===== src/rtl/cp0_pkg.sv =====
// Shared CP0 definitions: register indices, ExcCodes, sequencer states, entry vector.
package cp0_pkg;

  localparam logic [4:0] REG_BADVADDR = 5'd8;
  localparam logic [4:0] REG_COMPARE  = 5'd11;
  localparam logic [4:0] REG_STATUS   = 5'd12;
  localparam logic [4:0] REG_CAUSE    = 5'd13;
  localparam logic [4:0] REG_EPC      = 5'd14;

  localparam logic [4:0] EXC_INT  = 5'd0;
  localparam logic [4:0] EXC_ADEL = 5'd4;
  localparam logic [4:0] EXC_ADES = 5'd5;
  localparam logic [4:0] EXC_SYS  = 5'd8;
  localparam logic [4:0] EXC_BP   = 5'd9;
  localparam logic [4:0] EXC_RI   = 5'd10;
  localparam logic [4:0] EXC_OV   = 5'd12;

  localparam logic [31:0] DEF_EXC_VECTOR = 32'hBFC0_0380;

  typedef enum logic [1:0] {
    S_IDLE     = 2'd0,
    S_EXC_WR   = 2'd1,
    S_ERET_WR  = 2'd2,
    S_REDIRECT = 2'd3
  } state_t;

  // A delay-slot instruction restarts at its branch, one word earlier.
  function automatic logic [31:0] epc_calc(input logic [31:0] pc, input logic bd);
    return bd ? (pc - 32'd4) : pc;
  endfunction

endpackage


===== src/rtl/cp0_exc_sequencer_if.sv =====
// Commit-side request bus and CP0 write/redirect outputs of the exception sequencer.
interface cp0_exc_sequencer_if;
  logic        commit_valid;
  logic [31:0] commit_pc;
  logic        commit_bd;
  logic        exc_valid;
  logic [4:0]  exc_code;
  logic [31:0] exc_badvaddr;
  logic        exc_bva_vld;
  logic        eret_valid;
  logic        mtc0_valid;
  logic [4:0]  mtc0_addr;
  logic [31:0] mtc0_data;
  logic [5:0]  hw_int;
  logic [31:0] status_in;
  logic [31:0] cause_in;
  logic [31:0] epc_in;
  logic        accept;
  logic        busy;
  logic [31:0] cp0_we;
  logic        cp0_gen_we;
  logic [4:0]  cp0_waddr;
  logic [31:0] cp0_wdata;
  logic [31:0] cp0_epc;
  logic [31:0] cp0_badvaddr;
  logic [4:0]  cp0_code;
  logic        cp0_bd;
  logic        cp0_exl;
  logic [5:0]  cp0_hw_int;
  logic        flush;
  logic        redirect_valid;
  logic [31:0] redirect_pc;

  modport master (
    output commit_valid, commit_pc, commit_bd, exc_valid, exc_code, exc_badvaddr,
           exc_bva_vld, eret_valid, mtc0_valid, mtc0_addr, mtc0_data, hw_int,
           status_in, cause_in, epc_in,
    input  accept, busy, cp0_we, cp0_gen_we, cp0_waddr, cp0_wdata, cp0_epc,
           cp0_badvaddr, cp0_code, cp0_bd, cp0_exl, cp0_hw_int, flush,
           redirect_valid, redirect_pc
  );

  modport slave (
    input  commit_valid, commit_pc, commit_bd, exc_valid, exc_code, exc_badvaddr,
           exc_bva_vld, eret_valid, mtc0_valid, mtc0_addr, mtc0_data, hw_int,
           status_in, cause_in, epc_in,
    output accept, busy, cp0_we, cp0_gen_we, cp0_waddr, cp0_wdata, cp0_epc,
           cp0_badvaddr, cp0_code, cp0_bd, cp0_exl, cp0_hw_int, flush,
           redirect_valid, redirect_pc
  );
endinterface


===== src/rtl/cp0_int_sync.sv =====
// Two-flop synchroniser for the hardware interrupt lines.
// With CP0_TIMER_INT_EN defined, a local Count/Compare timer is ORed into line 5.
module cp0_int_sync
  import cp0_pkg::*;
(
  input  logic        clk,
  input  logic        rst,
  input  logic [5:0]  hw_int,
`ifdef CP0_TIMER_INT_EN
  input  logic        compare_we,
  input  logic [31:0] compare_data,
`endif
  output logic [5:0]  hw_sync
);

  logic [5:0] meta_q;
  logic [5:0] sync_q;

  // Bring the asynchronous interrupt lines into the clk domain.
  always_ff @(posedge clk or posedge rst) begin
    if (rst) begin
      meta_q <= '0;
      sync_q <= '0;
    end else begin
      meta_q <= hw_int;
      sync_q <= meta_q;
    end
  end

`ifdef CP0_TIMER_INT_EN
  logic        half_q;
  logic [31:0] count_q;
  logic [31:0] compare_q;
  logic        timer_int_q;

  // Count advances every second cycle; a Compare write re-arms the timer.
  always_ff @(posedge clk or posedge rst) begin
    if (rst) begin
      half_q      <= 1'b0;
      count_q     <= '0;
      compare_q   <= '0;
      timer_int_q <= 1'b0;
    end else begin
      half_q <= ~half_q;
      if (half_q) count_q <= count_q + 32'd1;
      if (compare_we) begin
        compare_q   <= compare_data;
        timer_int_q <= 1'b0;
      end else if ((count_q == compare_q) && (compare_q != '0)) begin
        timer_int_q <= 1'b1;
      end
    end
  end

  assign hw_sync = sync_q | {timer_int_q, 5'b0};
`else
  assign hw_sync = sync_q;
`endif

endmodule


===== src/rtl/cp0_exc_sequencer.sv =====
// Commit-point CP0 update sequencer: interrupts, exceptions, ERET and MTC0.
// Owns the CP0 write port and issues flush/redirect. Optional timer: CP0_TIMER_INT_EN.
//
// state      | meaning
// S_IDLE     | accepting requests; MTC0 completes here in the accept cycle
// S_EXC_WR   | write EPC/Cause/Status(EXL=1) and optionally BadVAddr
// S_ERET_WR  | clear Status.EXL, capture EPC as the return target
// S_REDIRECT | flush younger stages and redirect fetch
module cp0_exc_sequencer
  import cp0_pkg::*;
#(
  parameter logic [31:0] EXC_VECTOR = DEF_EXC_VECTOR,
  parameter int          WIDTH      = 32
) (
  input logic              clk,
  input logic              rst,
  cp0_exc_sequencer_if.slave bus
);

  state_t             state_q, state_d;
  logic               take_int, take_exc, take_mtc0, accept_c;
  logic [5:0]         hw_sync;
  logic               int_pending;
  logic [4:0]         lat_code;
  logic [WIDTH-1:0]   lat_pc;
  logic               lat_bd;
  logic [WIDTH-1:0]   lat_bva;
  logic               lat_bva_vld;
  logic [WIDTH-1:0]   target_q;
  logic               unused_bits;

  assign unused_bits = ^{bus.status_in[31:16], bus.status_in[7:2],
                         bus.cause_in[31:10], bus.cause_in[7:0]};

`ifdef CP0_TIMER_INT_EN
  logic compare_we;
  assign compare_we = take_mtc0 && (bus.mtc0_addr == REG_COMPARE);
`endif

  cp0_int_sync u_int_sync (
    .clk          (clk),
    .rst          (rst),
    .hw_int       (bus.hw_int),
`ifdef CP0_TIMER_INT_EN
    .compare_we   (compare_we),
    .compare_data (bus.mtc0_data),
`endif
    .hw_sync      (hw_sync)
  );

  assign int_pending = bus.status_in[0] & ~bus.status_in[1] &
                       (|(bus.status_in[15:8] & {hw_sync, bus.cause_in[9:8]}));

  // State register.
  always_ff @(posedge clk or posedge rst) begin
    if (rst) state_q <= S_IDLE;
    else     state_q <= state_d;
  end

  // Next state, request arbitration and all CP0/redirect outputs.
  always_comb begin
    state_d            = state_q;
    accept_c           = 1'b0;
    take_int           = 1'b0;
    take_exc           = 1'b0;
    take_mtc0          = 1'b0;
    bus.cp0_we         = '0;
    bus.cp0_exl        = 1'b0;
    bus.flush          = 1'b0;
    bus.redirect_valid = 1'b0;
    bus.redirect_pc    = '0;
    case (state_q)
      S_IDLE: begin
        if (bus.commit_valid && int_pending) begin
          accept_c = 1'b1; take_int = 1'b1; state_d = S_EXC_WR;
        end else if (bus.exc_valid) begin
          accept_c = 1'b1; take_exc = 1'b1; state_d = S_EXC_WR;
        end else if (bus.eret_valid) begin
          accept_c = 1'b1; state_d = S_ERET_WR;
        end else if (bus.mtc0_valid) begin
          accept_c = 1'b1; take_mtc0 = 1'b1;
        end
      end
      S_EXC_WR: begin
        bus.cp0_we[REG_EPC]      = 1'b1;
        bus.cp0_we[REG_CAUSE]    = 1'b1;
        bus.cp0_we[REG_STATUS]   = 1'b1;
        bus.cp0_we[REG_BADVADDR] = lat_bva_vld;
        bus.cp0_exl              = 1'b1;
        state_d                  = S_REDIRECT;
      end
      S_ERET_WR: begin
        bus.cp0_we[REG_STATUS] = 1'b1;
        state_d                = S_REDIRECT;
      end
      S_REDIRECT: begin
        bus.flush          = 1'b1;
        bus.redirect_valid = 1'b1;
        bus.redirect_pc    = target_q;
        state_d            = S_IDLE;
      end
      default: state_d = S_IDLE;
    endcase
  end

  assign bus.accept       = accept_c;
  assign bus.busy         = (state_q != S_IDLE);
  assign bus.cp0_gen_we   = take_mtc0;
  assign bus.cp0_waddr    = take_mtc0 ? bus.mtc0_addr : 5'd0;
  assign bus.cp0_wdata    = take_mtc0 ? bus.mtc0_data : '0;
  assign bus.cp0_epc      = epc_calc(lat_pc, lat_bd);
  assign bus.cp0_badvaddr = lat_bva;
  assign bus.cp0_code     = lat_code;
  assign bus.cp0_bd       = lat_bd;
  assign bus.cp0_hw_int   = hw_sync;

  // Capture the accepted request and the redirect target for the later states.
  always_ff @(posedge clk or posedge rst) begin
    if (rst) begin
      lat_code    <= '0;
      lat_pc      <= '0;
      lat_bd      <= 1'b0;
      lat_bva     <= '0;
      lat_bva_vld <= 1'b0;
      target_q    <= '0;
    end else begin
      if (take_int) begin
        lat_code    <= EXC_INT;
        lat_pc      <= bus.commit_pc;
        lat_bd      <= bus.commit_bd;
        lat_bva     <= '0;
        lat_bva_vld <= 1'b0;
      end else if (take_exc) begin
        lat_code    <= bus.exc_code;
        lat_pc      <= bus.commit_pc;
        lat_bd      <= bus.commit_bd;
        lat_bva     <= bus.exc_badvaddr;
        lat_bva_vld <= bus.exc_bva_vld;
      end
      if (state_q == S_EXC_WR)       target_q <= EXC_VECTOR;
      else if (state_q == S_ERET_WR) target_q <= bus.epc_in;
    end
  end

endmodule

===== src/flat_wrapper.sv =====
// flat-port wrapper written by rule: the top's interface ports become plain ports
module cp0_exc_sequencer_flat import cp0_pkg::*;
#(
  parameter logic [31:0] EXC_VECTOR = DEF_EXC_VECTOR,
  parameter int          WIDTH      = 32
)
  (clk, rst, bus_commit_valid, bus_commit_pc, bus_commit_bd, bus_exc_valid, bus_exc_code, bus_exc_badvaddr, bus_exc_bva_vld, bus_eret_valid, bus_mtc0_valid, bus_mtc0_addr, bus_mtc0_data, bus_hw_int, bus_status_in, bus_cause_in, bus_epc_in, bus_accept, bus_busy, bus_cp0_we, bus_cp0_gen_we, bus_cp0_waddr, bus_cp0_wdata, bus_cp0_epc, bus_cp0_badvaddr, bus_cp0_code, bus_cp0_bd, bus_cp0_exl, bus_cp0_hw_int, bus_flush, bus_redirect_valid, bus_redirect_pc);
  cp0_exc_sequencer_if bus_i ();
  input logic clk;
  input logic rst;
  input wire logic [$bits(bus_i.commit_valid)-1:0] bus_commit_valid;
  input wire logic [$bits(bus_i.commit_pc)-1:0] bus_commit_pc;
  input wire logic [$bits(bus_i.commit_bd)-1:0] bus_commit_bd;
  input wire logic [$bits(bus_i.exc_valid)-1:0] bus_exc_valid;
  input wire logic [$bits(bus_i.exc_code)-1:0] bus_exc_code;
  input wire logic [$bits(bus_i.exc_badvaddr)-1:0] bus_exc_badvaddr;
  input wire logic [$bits(bus_i.exc_bva_vld)-1:0] bus_exc_bva_vld;
  input wire logic [$bits(bus_i.eret_valid)-1:0] bus_eret_valid;
  input wire logic [$bits(bus_i.mtc0_valid)-1:0] bus_mtc0_valid;
  input wire logic [$bits(bus_i.mtc0_addr)-1:0] bus_mtc0_addr;
  input wire logic [$bits(bus_i.mtc0_data)-1:0] bus_mtc0_data;
  input wire logic [$bits(bus_i.hw_int)-1:0] bus_hw_int;
  input wire logic [$bits(bus_i.status_in)-1:0] bus_status_in;
  input wire logic [$bits(bus_i.cause_in)-1:0] bus_cause_in;
  input wire logic [$bits(bus_i.epc_in)-1:0] bus_epc_in;
  output wire logic [$bits(bus_i.accept)-1:0] bus_accept;
  output wire logic [$bits(bus_i.busy)-1:0] bus_busy;
  output wire logic [$bits(bus_i.cp0_we)-1:0] bus_cp0_we;
  output wire logic [$bits(bus_i.cp0_gen_we)-1:0] bus_cp0_gen_we;
  output wire logic [$bits(bus_i.cp0_waddr)-1:0] bus_cp0_waddr;
  output wire logic [$bits(bus_i.cp0_wdata)-1:0] bus_cp0_wdata;
  output wire logic [$bits(bus_i.cp0_epc)-1:0] bus_cp0_epc;
  output wire logic [$bits(bus_i.cp0_badvaddr)-1:0] bus_cp0_badvaddr;
  output wire logic [$bits(bus_i.cp0_code)-1:0] bus_cp0_code;
  output wire logic [$bits(bus_i.cp0_bd)-1:0] bus_cp0_bd;
  output wire logic [$bits(bus_i.cp0_exl)-1:0] bus_cp0_exl;
  output wire logic [$bits(bus_i.cp0_hw_int)-1:0] bus_cp0_hw_int;
  output wire logic [$bits(bus_i.flush)-1:0] bus_flush;
  output wire logic [$bits(bus_i.redirect_valid)-1:0] bus_redirect_valid;
  output wire logic [$bits(bus_i.redirect_pc)-1:0] bus_redirect_pc;
  assign bus_i.commit_valid = bus_commit_valid;
  assign bus_i.commit_pc = bus_commit_pc;
  assign bus_i.commit_bd = bus_commit_bd;
  assign bus_i.exc_valid = bus_exc_valid;
  assign bus_i.exc_code = bus_exc_code;
  assign bus_i.exc_badvaddr = bus_exc_badvaddr;
  assign bus_i.exc_bva_vld = bus_exc_bva_vld;
  assign bus_i.eret_valid = bus_eret_valid;
  assign bus_i.mtc0_valid = bus_mtc0_valid;
  assign bus_i.mtc0_addr = bus_mtc0_addr;
  assign bus_i.mtc0_data = bus_mtc0_data;
  assign bus_i.hw_int = bus_hw_int;
  assign bus_i.status_in = bus_status_in;
  assign bus_i.cause_in = bus_cause_in;
  assign bus_i.epc_in = bus_epc_in;
  assign bus_accept = bus_i.accept;
  assign bus_busy = bus_i.busy;
  assign bus_cp0_we = bus_i.cp0_we;
  assign bus_cp0_gen_we = bus_i.cp0_gen_we;
  assign bus_cp0_waddr = bus_i.cp0_waddr;
  assign bus_cp0_wdata = bus_i.cp0_wdata;
  assign bus_cp0_epc = bus_i.cp0_epc;
  assign bus_cp0_badvaddr = bus_i.cp0_badvaddr;
  assign bus_cp0_code = bus_i.cp0_code;
  assign bus_cp0_bd = bus_i.cp0_bd;
  assign bus_cp0_exl = bus_i.cp0_exl;
  assign bus_cp0_hw_int = bus_i.cp0_hw_int;
  assign bus_flush = bus_i.flush;
  assign bus_redirect_valid = bus_i.redirect_valid;
  assign bus_redirect_pc = bus_i.redirect_pc;
  cp0_exc_sequencer #(.EXC_VECTOR(EXC_VECTOR), .WIDTH(WIDTH)) u_core (.clk(clk), .rst(rst), .bus(bus_i));
endmodule

===== config.mk =====
export PLATFORM = sky130hd
export DESIGN_NAME = cp0_exc_sequencer_flat
export DESIGN_NICKNAME = d
export VERILOG_FILES = /design/src/rtl/cp0_pkg.sv /design/src/rtl/cp0_exc_sequencer_if.sv /design/src/rtl/cp0_int_sync.sv /design/src/rtl/cp0_exc_sequencer.sv /design/src/flat_wrapper.sv
export SDC_FILE = /design/constraint.sdc
export NUM_CORES = 1
export LEC_CHECK = 0
export CAP_MARGIN = 20
export CORE_AREA = 5 5 152 154
export DETAILED_ROUTE_END_ITERATION = 10
export DIE_AREA = 0 0 157 159
export PLACE_DENSITY = 0.59
export SLEW_MARGIN = 20
export SYNTH_ARGS = -nofsm -noshare
export SYNTH_HDL_FRONTEND = slang
export SYNTH_HIERARCHICAL = 1
export SYNTH_SLANG_ARGS = --single-unit

===== constraint.sdc =====
create_clock -name clk -period 5.2 [get_ports clk]
set_input_delay 1.3 -clock clk [delete_from_list [all_inputs] [get_ports clk]]
set_output_delay 1.3 -clock clk [all_outputs]
set_load 0.05 [all_outputs]

==> results of run 1 <==
## stage by stage
step,hold WS (ns),instances,util (%),total power [mW]
finish,0.343,1071,46.2,6.69
global placement,0.332,1039,43.0,5.33
detailed placement,0.343,1039,43.0,5.35
CTS,0.343,1071,46.2,6.78
global route,0.360,1071,46.2,7.01
floorplan,0.331,489,-,4.12
## critical path: stages
cell	delay, ns
clkdlybuf4s50_1	0.40
a22o_1	0.23
a221oi_1	0.23
a31oi_1	0.21
buf_4	0.21
or2_2	0.30
o31a_1	0.29
buf_4	0.21
## worst paths after layout
path	slack, ns	start	to
worst max-delay path	0.51	bus_status_in[9]	bus_accept
worst min register to register	0.34	u_core/u_int_sync/meta_q[3]$_DFF_PP0_	u_core/u_int_sync/hw_sync[3]$_DFF_PP0_
worst max register to register	2.55	u_core/state_q[0]$_DFFE_PP0P_	u_core/target_q[16]$_DFFE_PP0P_
max in group asynchronous	2.88	rst	u_core/lat_pc[1]$_DFFE_PP0P_
min in group asynchronous	1.29	rst	u_core/u_int_sync/hw_sync[3]$_DFF_PP0_
worst min-delay path	0.34	u_core/u_int_sync/meta_q[3]$_DFF_PP0_	u_core/u_int_sync/hw_sync[3]$_DFF_PP0_
## routing by layer
| layer | part of all wire, % | up-vias |
|---|---|---|
| met5 | 0 | - |
| met4 | 1.4 | 0 |
| met3 | 6.0 | 14 |
| met2 | 52 | 168 |
| met1 | 40 | 2208 |
| li1 | - | 2183 |
## cell usage after synthesis (all sizes together) (3+ instances only)
master  instances
dfrtp         117
and2           70
a22o           58
buf            40
mux2           33
xor2           20
clkbuf         16
nor2           15
nand2          14
nor3           12
o22a           12
inv             8
xnor2           8
ha              5
nand2b          4
nor4            4
or3             3
## cell type report
cell class | count | share of cell area [%]
Inverter | 8 | 0.327
Multi-Input combinational cell | 308 | 23.5
Tap cell | 280 | 3.52
Sequential cell | 117 | 29.4
Clock buffer | 21 | 4.72
Clock inverter | 11 | 2.20
Timing Repair Buffer | 326 | 36.4
## power breakdown
part / total [mW] / internal (mW) / switching [mW] / leakage [nW]
Combinational: 3.71 / 1.38 / 2.33 / 2.48
Clock: 1.38 / 0.941 / 0.439 / 0.334
Sequential: 1.60 / 1.31 / 0.290 / 1.42
## flip-flops by register name, summed over array words and instances, names as in the netlist
| name | flops |
|---|---|
| u_core/target_q | 32 |
| u_core/u_int_sync/hw_sync | 6 |
| u_core/bus.cp0_badvaddr | 32 |
| u_core/bus.cp0_bd | 1 |
| u_core/u_int_sync/meta_q | 6 |
| u_core/lat_pc | 32 |
| u_core/state_q | 2 |
| u_core/lat_bva_vld | 1 |
| u_core/bus.cp0_code | 5 |
## cell families (layout without fill, tap and decap cells)
family,Yosys count,count (layout),share of synthesized area (%)
XOR/XNOR,28,28,4.44
AND/OR/NAND/NOR,133,133,15.0
multiplexers,34,34,6.91
adder cells (fa/ha/maj),5,5,1.13
buffers and inverters,64,366,6.78
AO/OA/AOI/OAI,80,80,12.6
other,1,28,0.0679
flip-flops,117,117,53.0
==> flow_summary_export.csv, run 1 <==
group,metric,value,unit
status,status,"complete, no violations",
final_layout,design_area,9960,sq um
final_layout,final_cell_mix,"clkdlybuf4s50_1, dfrtp_1, and2_1",
timing,worst_slack,0.515,ns
final_layout,layout-drive-gt1-share,16.2,%
cts,post-cts-setup-buffers,0,
timing,drv_slew,0,
logic_synthesis,synth_edf_count,0,
die,die_w,157,microns
logic_synthesis,yosys_register_bits,117,
setup_path,path_max_fanout,5,
final_layout,final_common_cell,"clkdlybuf4s50_1",
final_layout,nFillCells,2033,
global_routing,grt_pass1_vias,4861,
cts,cts.hold.buffers_added,0,
timing,timing.fmax,213,MHz
timing,fin_setup_tns,0,ns
timing,period_needed,4.69,ns
global_routing,grt_util_all_layers,14.9,%
global_routing,antenna_found_initial,0,
placed_design,hpwlAfterDp,14.5,mm
cts,h-tree-depth,4,
logic_synthesis,synth_warnings,6,
setup_path,critical_path.startpoint_type,"input pin",
worst_hold_path,hold_path.class,"register to register",
logic_synthesis,netlist.area_leader.share,53.0,%
placed_design,gp_congestion,0.762,
cts,path_clk_slew,0.06,ns
logic_synthesis,synth_area_leader_cell,"dfrtp_1",
worst_hold_path,whs_path_depth,0,
die,start_util,25.6,%
global_routing,grtUsageMet2,26.0,%
final_layout,antenna_cells,0,
cts,cts_root_buf,"clkbuf_16",
route,finalWirelength,18.9,mm
final_layout,final-seq-area,2930,sq um
die,num_rows,54,
logic_synthesis,avgSynthCellArea,11.9,sq um
global_routing,use_met1,17.8,%
setup_path,end_kind,"output pin",
timing,clock_skew,0.00764,ns
route,avgRoutedWirePerCell,17.7,microns
logic_synthesis,yosysUniqueCellTypes,42,
logic_synthesis,syn_area,5520,sq um
cts,cts_buffer_depth,2,
route,drtIter0Drc,159,
die,coreArea,21600,sq um
final_layout,area_growth,80.5,%
global_routing,overflow,0,
logic_synthesis,synthArstFlopShare,100,%
route,firstDrtPassIters,5,
global_routing,grtUsageMet3,3.94,%
logic_synthesis,ys.flop_type,"dfrtp_1",
pwr,leakage,4.23,nW
global_routing,top_usage_layer,"met2",
route,vias_per_cell,4.27,
timing,rsz0062_at_grt,"false",
timing,period_share,90.1,%
setup_path,worstPathRequired,3.90,ns
pwr,pwr_density_cell,672,nW/um^2
timing,maxSlewHeadroom,34.1,%
final_layout,multi_input_area,2340,sq um
timing,setup_violations,0,
run,max_cap_violations,0,
setup_path,reg2reg_depth,6,
route,drc,0,
die,ioPinCount,399,
setup_path,path_class,"input pin to output pin",
cts,cts_tree,"built",
die,die_area,25000,sq um
logic_synthesis,seq_area_frac_synth,53.0,%
setup_path,cp.arrival,3.39,ns
placed_design,io_buffers,318,
route,dr_total_vias,4573,
timing,worst_slew_pin_slew,0.989,ns
final_layout,nNetsFinal,999,
logic_synthesis,synth.area.top_cells,"dfrtp_1, a22o_1, and2_1",
route,drtAntennaViolNets,0,
cts,cts_made_buffers,17,
placed_design,post_dp_cell_area,9270,sq um
logic_synthesis,syn-instance-count,462,
placed_design,dp_slack,0.499,ns
cts,clk_latency,0.41,ns
global_routing,grt_max_degree,70,
pwr,vdd_ir_drop_max,0.000285,V
cts,cts_sinks,117,
global_routing,grt_first_pass_wirelength,28.6,mm
die,die_h,159,microns
timing,hold_viol_final,0,
cts,ctsResizeCount,0,
(Power assumes the default switching activity.)
==> inputs of run 2 (changes only) <==
--- a/config.mk
+++ b/config.mk
@@ -9,6 +9,7 @@
 export CORE_AREA = 5 5 152 154
 export DETAILED_ROUTE_END_ITERATION = 10
 export DIE_AREA = 0 0 157 159
+export MAX_ROUTING_LAYER = met4
 export PLACE_DENSITY = 0.59
 export SLEW_MARGIN = 20
 export SYNTH_ARGS = -nofsm -noshare
==> flow_summary_export.csv, run 2 (same netlist as run 1, synthesis figures left out) <==
group,metric,value,unit
setup_path,r2r_start,"u_core/state_q[0]$_DFFE_PP0P_",
placed_design,gp_congestion,0.773,
setup_path,critical_path.max_stage_delay,0.40,ns
pwr,p_int,3.63,mW
cts,cts_buffer_depth,2,
route,drtIter0Drc,139,
setup_path,path_max_fanout,5,
global_routing,grt_util_all_layers,15.3,%
setup_path,crit_family,"compound AO/OA/AOI/OAI gates",
final_layout,antenna_cells,0,
placed_design,hpwlAfterDp,14.5,mm
setup_path,crit_top_cell,"buf_4",
final_layout,layout-drive-gt1-share,16.2,%
pwr,vdd_ir_drop_max,0.000285,V
timing,timing.fmax,214,MHz
pwr,leakage,4.23,nW
pwr,p_sw_share,45.7,%
worst_hold_path,whs_path_depth,0,
cts,post-cts-setup-buffers,0,
die,die_area,25000,sq um
cts,h-tree-depth,4,
status,status,"complete, no violations",
setup_path,critical_path.startpoint_type,"input pin",
route,dr_total_vias,4552,
placed_design,io_buffers,318,
route,highest_layer,"met4",
setup_path,end_kind,"output pin",
die,die_w,157,microns
cts,cts_tree,"built",
timing,drv_slew,0,
route,drc,0,
cts,path_clk_slew,0.06,ns
timing,maxSlewHeadroom,35.4,%
pwr,combPwrFrac,55.5,%
worst_hold_path,hold_path.class,"register to register",
route,wl_met2,9.85,mm
setup_path,slowest_stage,"clkdlybuf4s50_1",
route,vias_per_cell,4.25,
pwr,power.clock.fraction,20.6,%
pwr,pwr_density_cell,671,nW/um^2
final_layout,nNetsFinal,999,
timing,clock_skew,0.00771,ns
global_routing,antenna_found_initial,0,
cts,cts.hold.buffers_added,0,
cts,cts_sinks,117,
timing,setup_violations,0,
pwr,seqPwrFrac,23.8,%
route,met1Wirelength,7.89,mm
cts,ctsResizeCount,0,
setup_path,path_class,"input pin to output pin",
global_routing,overflow,0,
cts,cts_root_buf,"clkbuf_16",
timing,period_share,90.0,%
timing,worst_slew_pin_slew,0.967,ns
pwr,p_switching,3.05,mW
timing,period_needed,4.68,ns
final_layout,area_growth,80.5,%
final_layout,final_common_cell,"clkdlybuf4s50_1",
route,wl_met3,914,microns
setup_path,r2r-end,"u_core/target_q[16]$_DFFE_PP0P_",
final_layout,stdcell_count,1071,
placed_design,placed_cells,1039,
route,firstDrtPassIters,4,
route,drtAntennaViolNets,0,
global_routing,grt_first_pass_wirelength,28.5,mm
global_routing,grt_max_degree,70,
run,max_cap_violations,0,
worst_hold_path,hold_start,"u_core/u_int_sync/meta_q[3]$_DFF_PP0_",
setup_path,reg2reg_depth,6,
timing,rsz0062_at_grt,"false",
final_layout,final_cell_mix,"clkdlybuf4s50_1, dfrtp_1, and2_1",
timing,fin_setup_tns,0,ns
setup_path,worstPathRequired,3.90,ns
global_routing,grt_pass1_vias,4871,
die,num_rows,54,
route,finalWirelength,18.9,mm
die,coreArea,21600,sq um
die,ioPinCount,399,
die,die_h,159,microns
setup_path,cp.arrival,3.38,ns
die,start_util,25.6,%
timing,hold_viol_final,0,
setup_path,r2r_slack,2.54,ns
route,avgRoutedWirePerCell,17.7,microns
cts,clk_latency,0.41,ns
setup_path,crit_buf_inv,3,
setup_path,path_cells,"clkdlybuf4s50_1 -> a22o_1 -> a221oi_1 -> a31oi_1 -> buf_4 -> or2_2 -> o31a_1 -> buf_4",
worst_hold_path,hold_end,"u_core/u_int_sync/hw_sync[3]$_DFF_PP0_",
cts,cts_made_buffers,17,
## run 2: cell counts in the layout (fill, tap and decap cells not counted)
Identical to the previous run, type by type.
## run 2: per-layer routing
| metal | GRT usage (%) | up-vias |
|---|---|---|
| met5 | - | - |
| met4 | 4.69 | 0 |
| met3 | 3.15 | 16 |
| met2 | 25.9 | 158 |
| met1 | 18.3 | 2197 |
| li1 | - | 2181 |
## run 2: metrics by stage
stage	total power [mW]	instance area [sq um]	util, %	setup slack (ns)	hold slack, ns
floorplan	4.12	5620	-	0.647	0.331
global placement	5.33	9270	43.0	0.523	0.332
detailed placement	5.35	9270	43.0	0.499	0.343
CTS	6.78	9960	46.2	0.500	0.343
global route	7.01	9960	46.2	0.307	0.360
finish	6.68	9960	46.2	0.518	0.344
## run 2: layout make-up
class	instances	area (sq um)
Clock buffer	21	470
Clock inverter	11	219
Tap cell	280	350
Multi-Input combinational cell	308	2340
Inverter	8	32.5
Timing Repair Buffer	326	3620
Sequential cell	117	2930
Fill cell	2033	11600
## run 2: worst max path at each step
stage,startpoint,to,slack [ns],cells after the start
2_1_floorplan,bus_status_in[9],bus_cp0_wdata[22],0.65,6
3_5_place_dp,bus_status_in[9],bus_accept,0.50,8
6_report,bus_status_in[9],bus_accept,0.52,8
4_1_cts,bus_status_in[9],bus_accept,0.50,8
5_1_grt,u_core/bus.cp0_bd$_DFFE_PP0P_,bus_cp0_epc[28],0.31,6
3_3_place_gp,bus_status_in[9],bus_accept,0.52,8
## run 2: power groups by stage
stage / clock network (mW) / registers [mW] / logic (mW)
final: 1.38 / 1.59 / 3.71
after global routing: 1.46 / 1.65 / 3.90
after CTS: 1.42 / 1.60 / 3.76
after detailed placement: 0 / 1.60 / 3.75
after global placement: 0 / 1.60 / 3.73
after floorplan: 0 / 2.00 / 2.12
## run 2: worst register-to-register path: stages, from the launching register on
cell and delay (ns):
dfrtp_1 0.40, inv_1 0.08, ha_1 0.66, inv_1 0.51, nor2_1 0.51, buf_4 0.29, a22o_1 0.16
